[config.mk]
export PLATFORM = sky130hd
export DESIGN_NAME = clock_gen_param
export DESIGN_NICKNAME = d
export VERILOG_FILES = /design/src/rtl/clock_gen_param.sv
export SDC_FILE = /design/constraint.sdc
export NUM_CORES = 1
export LEC_CHECK = 0
export ABC_AREA = 1
export BUFFER_PORTS_ARGS = -buffer_cell sky130_fd_sc_hd__buf_2
export CAP_MARGIN = 10
export CORE_MARGIN = 2
export CORE_UTILIZATION = 35
export CTS_CLUSTER_SIZE = 14
export DETAILED_ROUTE_END_ITERATION = 10
export GPL_TIMING_DRIVEN = 1
export PLACE_DENSITY = 0.56
export SLEW_MARGIN = 0
export SYNTH_ARGS = -nofsm -noshare
export SYNTH_HDL_FRONTEND = slang
export SYNTH_SLANG_ARGS = --single-unit
export TNS_END_PERCENT = 100
[constraint.sdc]
create_clock -name CLK_REF -period 1.48 [get_ports CLK_REF]
set_input_delay 0.296 -clock CLK_REF [delete_from_list [all_inputs] [get_ports CLK_REF]]
set_output_delay 0.296 -clock CLK_REF [all_outputs]
set_load 0.1 [all_outputs]
[src/rtl/clock_gen_param.sv]
// rtl/clock_gen_param.sv - reference-clock divider producing fast, 2 Hz, 1 Hz and blink outputs
// Two independent dividers: a half-period counter for CLK_FAST and a quarter-second counter with phase PH.
module clock_gen_param #(
  parameter int REF_HZ   = 100000000,
  parameter int FAST_HZ  = 500,
  parameter int BLINK_ON = 2
) (
  input  logic CLK_REF,
  input  logic CLK_RES,
  input  logic HOLD,
  input  logic BLINK_EN,
  output logic CLK_FAST,
  output logic CLK_2HZ,
  output logic CLK_1HZ,
  output logic CLK_BLINK,
  output logic TICK_FAST,
  output logic TICK_2HZ,
  output logic TICK_1HZ
);

  localparam int HALF_FAST = REF_HZ / (2 * FAST_HZ);
  localparam int QUARTER   = REF_HZ / 4;
  localparam int FW        = (HALF_FAST > 1) ? $clog2(HALF_FAST) : 1;
  localparam int QW        = (QUARTER > 1) ? $clog2(QUARTER) : 1;
  localparam logic [FW-1:0] FAST_LAST    = FW'(HALF_FAST - 1);
  localparam logic [QW-1:0] QUARTER_LAST = QW'(QUARTER - 1);
  localparam logic [2:0]    BLINK_LIM    = 3'(BLINK_ON);

  if ((REF_HZ % 4) != 0 || (REF_HZ % (2 * FAST_HZ)) != 0 || HALF_FAST < 1 ||
      BLINK_ON < 0 || BLINK_ON > 4) begin : g_bad_params
    $fatal(1, "clock_gen_param: illegal parameter set");
  end

  logic [FW-1:0] fast_cnt_q, fast_cnt_d;
  logic [QW-1:0] qtr_cnt_q, qtr_cnt_d;
  logic [1:0]    ph_q, ph_d;
  logic clk_fast_q, clk_fast_d;
  logic clk_2hz_q, clk_2hz_d;
  logic clk_1hz_q, clk_1hz_d;
  logic blink_q, blink_d;
  logic tick_fast_q, tick_fast_d;
  logic tick_2hz_q, tick_2hz_d;
  logic tick_1hz_q, tick_1hz_d;

  always_comb begin
    fast_cnt_d  = fast_cnt_q;
    qtr_cnt_d   = qtr_cnt_q;
    ph_d        = ph_q;
    clk_fast_d  = clk_fast_q;
    clk_2hz_d   = clk_2hz_q;
    clk_1hz_d   = clk_1hz_q;
    blink_d     = blink_q;
    tick_fast_d = 1'b0;
    tick_2hz_d  = 1'b0;
    tick_1hz_d  = 1'b0;
    if (!HOLD) begin
      if (fast_cnt_q == FAST_LAST) begin
        fast_cnt_d  = '0;
        clk_fast_d  = ~clk_fast_q;
        tick_fast_d = ~clk_fast_q;
      end else begin
        fast_cnt_d = fast_cnt_q + 1'b1;
      end
      if (qtr_cnt_q == QUARTER_LAST) begin
        qtr_cnt_d  = '0;
        ph_d       = ph_q + 2'd1;
        clk_2hz_d  = ~clk_2hz_q;
        tick_2hz_d = ~clk_2hz_q;
        // 1 Hz flips every second quarter: on the 1->2 and 3->0 phase steps
        if (ph_q[0]) begin
          clk_1hz_d  = ~clk_1hz_q;
          tick_1hz_d = ~clk_1hz_q;
        end
      end else begin
        qtr_cnt_d = qtr_cnt_q + 1'b1;
      end
      blink_d = BLINK_EN && ({1'b0, ph_d} < BLINK_LIM);
    end
  end

  always_ff @(posedge CLK_REF) begin
    if (CLK_RES) begin
      fast_cnt_q  <= '0;
      qtr_cnt_q   <= '0;
      ph_q        <= '0;
      clk_fast_q  <= 1'b0;
      clk_2hz_q   <= 1'b0;
      clk_1hz_q   <= 1'b0;
      blink_q     <= 1'b0;
      tick_fast_q <= 1'b0;
      tick_2hz_q  <= 1'b0;
      tick_1hz_q  <= 1'b0;
    end else begin
      fast_cnt_q  <= fast_cnt_d;
      qtr_cnt_q   <= qtr_cnt_d;
      ph_q        <= ph_d;
      clk_fast_q  <= clk_fast_d;
      clk_2hz_q   <= clk_2hz_d;
      clk_1hz_q   <= clk_1hz_d;
      blink_q     <= blink_d;
      tick_fast_q <= tick_fast_d;
      tick_2hz_q  <= tick_2hz_d;
      tick_1hz_q  <= tick_1hz_d;
    end
  end

  assign CLK_FAST  = clk_fast_q;
  assign CLK_2HZ   = clk_2hz_q;
  assign CLK_1HZ   = clk_1hz_q;
  assign CLK_BLINK = blink_q;
  assign TICK_FAST = tick_fast_q;
  assign TICK_2HZ  = tick_2hz_q;
  assign TICK_1HZ  = tick_1hz_q;

endmodule

# --- Word-level counts from Yosys, hierarchy flattened ---
# Cells that the tools add are included.
totals:
  output_inout_bits: 7
  mem_bits_ro: 0
  mem_bits_rw: 0
  regBits: 51
  latchBits: 0
  n_memories: 0
op_classes:
  bitwise: 7
  add_sub_neg: 3
  mul: 0
  n_shift: 0
  magnitude_cmp: 1
  mux: 4
  div_mod_pow: 0
  eq_ne: 2
  n_reduce_logical: 7
ops:
  columns: ["cell", "count"]
  rows:
  - ["$add 25x1->25 const B", 1]
  - ["$eq 25x25->1 const B", 1]
  - ["$mux 25", 1]
  - ["$add 17x1->17 const B", 1]
  - ["$eq 17x17->1 const B", 1]
  - ["$mux 17", 1]
  - ["$not 1->1", 7]
  - ["$reduce_or 3->1", 2]
  - ["$mux 2", 2]
  - ["$reduce_and 2->1", 2]
  - ["$reduce_or 4->1", 1]
  - ["$reduce_and 3->1", 1]
  - ["$add 2x1->2 const B", 1]
  - ["$lt 2x2->1 const B", 1]
  - ["$logic_and 1x1->1", 1]

# --- Longest topological paths before layout ---
logic_depth:
  ltp_word: 5
  depth_mapped: 10

# --- Least setup slack after synthesis ---
# Ideal clock, no wire load.
synth_path:
  kind: "register -> register"
  start: "register qtr_cnt_q[0]"
  end: "register qtr_cnt_q[13]"
  setup_slack_ps: 42
  arrival_time_ps: 1320
  path_buffers: 1
  path_stages_with_launch: 10
  setup_time_ps: 117
  cell_sequence: "dfxtp_1 > ha_1 > nand2_1 > nor2_2 > nand2_1 > nor2_2 > nand3_1 > nand2_2 > buf_6 > nor3b_2"
synth_between:
  elab_chain_cells: 2
  word_cells_on_any_way: 3
synth_lines:
  columns: ["element", "line_no", "text"]
  rows:
  - ["from (decl)", "35", "logic [QW-1:0] qtr_cnt_q, qtr_cnt_d;"]
  - ["from (signal assigned)", "95", "qtr_cnt_q <= qtr_cnt_d;"]
  - ["$add 25x1->25 or $eq 25x25->1 (tied branches)", "75, 64", null]
  - ["$mux 25 *", "64", "if (qtr_cnt_q == QUARTER_LAST) begin"]
# Every way passes the cells marked *; elsewhere a longest branch is shown, timed or not.
# A chain may end at the register's enable or synchronous reset.

# --- Final worst setup path ---
layout_path:
  start: "register qtr_cnt_q[1]"
  end: "register qtr_cnt_q[3]"
# The elaborated chain is that of the path after synthesis.

==> metrics.log <==
INFO  metric run_status = completed
INFO  metric critPathKind = register to register
INFO  metric grt-ovfl-total = 0
INFO  metric cts-buffers-inserted = 5
INFO  metric vdd_ir_drop_max = 0.413 mV
INFO  metric syn_area = 2660 um2
INFO  metric critPathLaunchType = register
INFO  metric largest_register = qtr_cnt_q
INFO  metric ys_flop_type = sky130_fd_sc_hd__dfxtp_1
INFO  metric intPower = 0.00182 W
INFO  metric finalSetupViolations = 0
INFO  metric grt_most_used_layer = met2
INFO  metric reg2reg_depth = 9
INFO  metric synth.area.top_cells = sky130_fd_sc_hd__dfxtp_1 38%, sky130_fd_sc_hd__nand2_1 11%, sky130_fd_sc_hd__nor2_1 11%
INFO  metric crit-reg2reg-capture = qtr_cnt_q[3]
INFO  metric die_width = 91.2 um
INFO  metric power.leakage = 1.33 nW
INFO  metric met3_usage = 2.49%
INFO  metric syn_nets = 403
INFO  metric power.density_cell_area = 699 nW/um2
INFO  metric gp_congestion = 0.878
INFO  metric post-route-util = 46.7%
INFO  metric worstPathMaxFanout = 6
INFO  metric fillers = 788
INFO  metric worst_setup_ep_type = register
INFO  metric tritoncts_clock_tree = built
INFO  metric critPathBufInv = 1
INFO  metric critical_path_arrival = 1.65 ns
INFO  metric swShare = 23.7%
INFO  metric wl_per_cell = 12.1 um
INFO  metric area.sequential = 1030 um2
INFO  metric final_net_count = 451
INFO  metric coreArea = 7290 um2
INFO  metric hold_violations = 0
INFO  metric die_area = 8310 um2
INFO  metric clk_root_buffer_cell = sky130_fd_sc_hd__clkbuf_8
INFO  metric max_ffs_per_register = 25
INFO  metric hold_ws = 0.265 ns
INFO  metric total_power = 0.00238 W
INFO  metric grt_util_all_layers = 15.9%
INFO  metric hold_path.startpoint = CLK_RES
INFO  metric antenna_found_initial = 0
INFO  metric numPortBuffers = 10
INFO  metric synth_top_area_share = 38.4%
INFO  metric timing.critical_path.slowest_stage_cell = sky130_fd_sc_hd__dfxtp_2
INFO  metric synth_seq_cells = 51
INFO  metric critical_path.endpoint = qtr_cnt_q[3]
INFO  metric clkTransAtPathRegs = 0.10 ns
INFO  metric path_delay_family = simple AND/OR/NAND/NOR gates
INFO  metric post_synth_top_area_cell = sky130_fd_sc_hd__dfxtp_1
INFO  metric chipHeight = 91.2 um
INFO  metric drtIter0Drc = 111
INFO  metric num_io_pins = 11
INFO  metric synth.lib_cells_used.distinct = 30
INFO  metric data_required_time_at_the_worst_endpoint = 1.68 ns
INFO  metric worst-path-stages = 9
INFO  metric worst_margin_pin_slew = 0.484 ns
INFO  metric postRouteWirelength = 6600 um
INFO  metric slew_viol_final = 0
INFO  metric drt_drc_violations_left = 0
INFO  metric detail_route.first_pass.iterations = 4
INFO  metric power.switching = 0.000565 W
INFO  metric placement_rows = 31
INFO  metric syn-instance-count = 397
INFO  metric flow.area_growth_from_synthesis = 28.2%
INFO  metric share_comb_of_total_power = 6.5%
INFO  metric synth_edf_count = 0
INFO  metric clock_tree.buffer_depth = 2
INFO  metric achievable-frequency = 690 MHz
INFO  metric groute.layer.met1.usage = 22.8%
INFO  metric synthesis.yosys.warnings = 0
INFO  metric rrSetupSlack = 0.03 ns
INFO  metric top_regs = qtr_cnt_q: 25 flops, fast_cnt_q: 17 flops, ph_q: 2 flops
INFO  metric p_seq_share = 58.9%
INFO  metric dr_total_vias = 2561
INFO  metric rsz_0062_raised_after_global_routing = yes
INFO  metric antennaDiodeCount = 0
INFO  metric fraction_of_power_consumed_by_the_clock_network = 34.6%
INFO  metric clock_sink_count = 51
INFO  metric post_drt_via_cell_ratio = 4.71
INFO  metric final_min_period_over_clock_period = 97.9%
INFO  metric holdBufCountCts = 0
INFO  metric fin_skew = 0.0132 ns
INFO  metric critical_path_cell_by_cell = ha_4 > nand2_4 > nor2_4 > nand2_2 > nor2_4 > nand3_2 > nand2_4 > buf_6 > nor2_1
INFO  metric place_hpwl = 5020 um
INFO  metric slowest_delay = 0.37 ns
INFO  metric multi_input_area = 1620 um2
INFO  metric hold_path.class = input port to register
INFO  metric drv_cap = 0
INFO  metric source_to_sink_clock_delay_at_the_later_pin_of_the_worst_skew_pair = 0.31 ns
INFO  metric synth_seq_area_share = 38.4%
INFO  metric global_route.usage.met2 = 25.0%
INFO  metric ant_nets = 0
INFO  metric min_period = 1.45 ns
INFO  metric worstSetupStartpoint = qtr_cnt_q[1]
INFO  metric grt_pass1_wl = 10800 um
INFO  metric post_synth.cell_area_avg = 6.70 um2
INFO  metric via_count_of_the_first_global_routing_pass = 2365
INFO  metric async_flop_share = 0%
INFO  metric post_route_cells_drive_above_1_share = 28.1%
INFO  metric start_util = 36.5%
INFO  metric worst_flop_to_flop_path_startpoint = qtr_cnt_q[1]
INFO  metric grt_max_degree = 15
INFO  metric timing.slew.headroom = 67.9%
INFO  metric cts.htree.levels = 2
## worst min path at each step
stage	endpoint	slack, ns	cells past startpoint
floorplan	qtr_cnt_q[4]	0.37	1
global placement	CLK_FAST	0.46	2
CTS	fast_cnt_q[12]	0.26	2
detailed placement	ph_q[1]	0.47	2
global route	CLK_BLINK	0.27	3
finish	fast_cnt_q[12]	0.27	2
## area by class of cell
| class | instances | share of cell area (%) |
|---|---|---|
| Clock buffer | 6 | 2.42 |
| Timing Repair Buffer | 46 | 10.3 |
| Clock inverter | 1 | 0.147 |
| Tap cell | 99 | 3.63 |
| Multi-Input combinational cell | 290 | 47.5 |
| Inverter | 51 | 5.76 |
| Sequential cell | 51 | 30.2 |
## what timing repair did
action,CTS,global route
buffers inserted,0,2
resized for setup,10,56
pin swaps,5,17
endpoints found under the setup margin,20,34
hold endpoints to repair,0,0
## cells in the final DEF (no fill, tap or decap), types with 2 or more instances in the layout
cell type and count:
sky130_fd_sc_hd__nor3b_1 2, sky130_fd_sc_hd__nor3_2 10, sky130_fd_sc_hd__clkbuf_8 6, sky130_fd_sc_hd__ha_4 2
sky130_fd_sc_hd__xor2_1 13, sky130_fd_sc_hd__nand4_1 14, sky130_fd_sc_hd__nand3_2 6, sky130_fd_sc_hd__buf_2 10
sky130_fd_sc_hd__dfxtp_2 8, sky130_fd_sc_hd__nor2_2 11, sky130_fd_sc_hd__o21ai_0 10, sky130_fd_sc_hd__nand3_1 16
sky130_fd_sc_hd__nand2_1 73, sky130_fd_sc_hd__nor2_1 72, sky130_fd_sc_hd__inv_2 7, sky130_fd_sc_hd__a21oi_1 8
sky130_fd_sc_hd__nor3_1 17, sky130_fd_sc_hd__buf_4 30, sky130_fd_sc_hd__dfxtp_1 43, sky130_fd_sc_hd__nand2_4 3
sky130_fd_sc_hd__nor2_4 7, sky130_fd_sc_hd__a31oi_1 2, sky130_fd_sc_hd__nand2_2 8, sky130_fd_sc_hd__inv_1 43
sky130_fd_sc_hd__nor3b_2 2, sky130_fd_sc_hd__or2_2 3, sky130_fd_sc_hd__buf_6 5
## power groups by stage
stage | Combinational (W) | Sequential, W | Clock [W]
2_1_floorplan | 0.0000629 | 0.00144 | 0
3_3_place_gp | 0.000128 | 0.00143 | 0
3_5_place_dp | 0.000130 | 0.00143 | 0
4_1_cts | 0.000136 | 0.00140 | 0.000861
5_1_grt | 0.000170 | 0.00140 | 0.000901
6_report | 0.000154 | 0.00140 | 0.000824
## metrics by stage
stage                     area (um2)  std cells  worst slack (ns)  setup TNS, ns
final                           3410        544            0.0311              0
after CTS                       3200        542            0.0114              0
after floorplan                 2660        397            0.0423              0
after detailed placement        3070        535           -0.0330         -0.438
after global placement          3070        535            0.0175              0
after global routing            3410        544           -0.0644         -0.609
## per-layer routing
layer	vias to the layer above	routed length [um]	part of all wire, %
met5	-	0	0
met4	0	74	1.1
met3	8	221	3.4
met2	35	2850	43
met1	1154	3450	52
li1	1364	-	-
## cell families after synthesis
kind of cell | after synthesis | synth area share (%)
flip-flops | 51 | 38.4
AO/OA/AOI/OAI | 25 | 5.04
buffers and inverters | 56 | 8.33
adder cells (fa/ha/maj) | 2 | 0.941
AND/OR/NAND/NOR | 249 | 42.7
XOR/XNOR | 14 | 4.61
## synth_stat cells (4+ instances only)
library cell and instances:
sky130_fd_sc_hd__inv_2 4, sky130_fd_sc_hd__nor2_1 80, sky130_fd_sc_hd__nor3_1 25, sky130_fd_sc_hd__xor2_1 13, sky130_fd_sc_hd__nand4_1 14, sky130_fd_sc_hd__o21ai_0 11
sky130_fd_sc_hd__a21oi_1 9, sky130_fd_sc_hd__inv_1 47, sky130_fd_sc_hd__nand3_1 23, sky130_fd_sc_hd__nand2_1 80, sky130_fd_sc_hd__nor2_2 7, sky130_fd_sc_hd__nand2_2 4
sky130_fd_sc_hd__dfxtp_1 51
(Power assumes the default switching activity.)
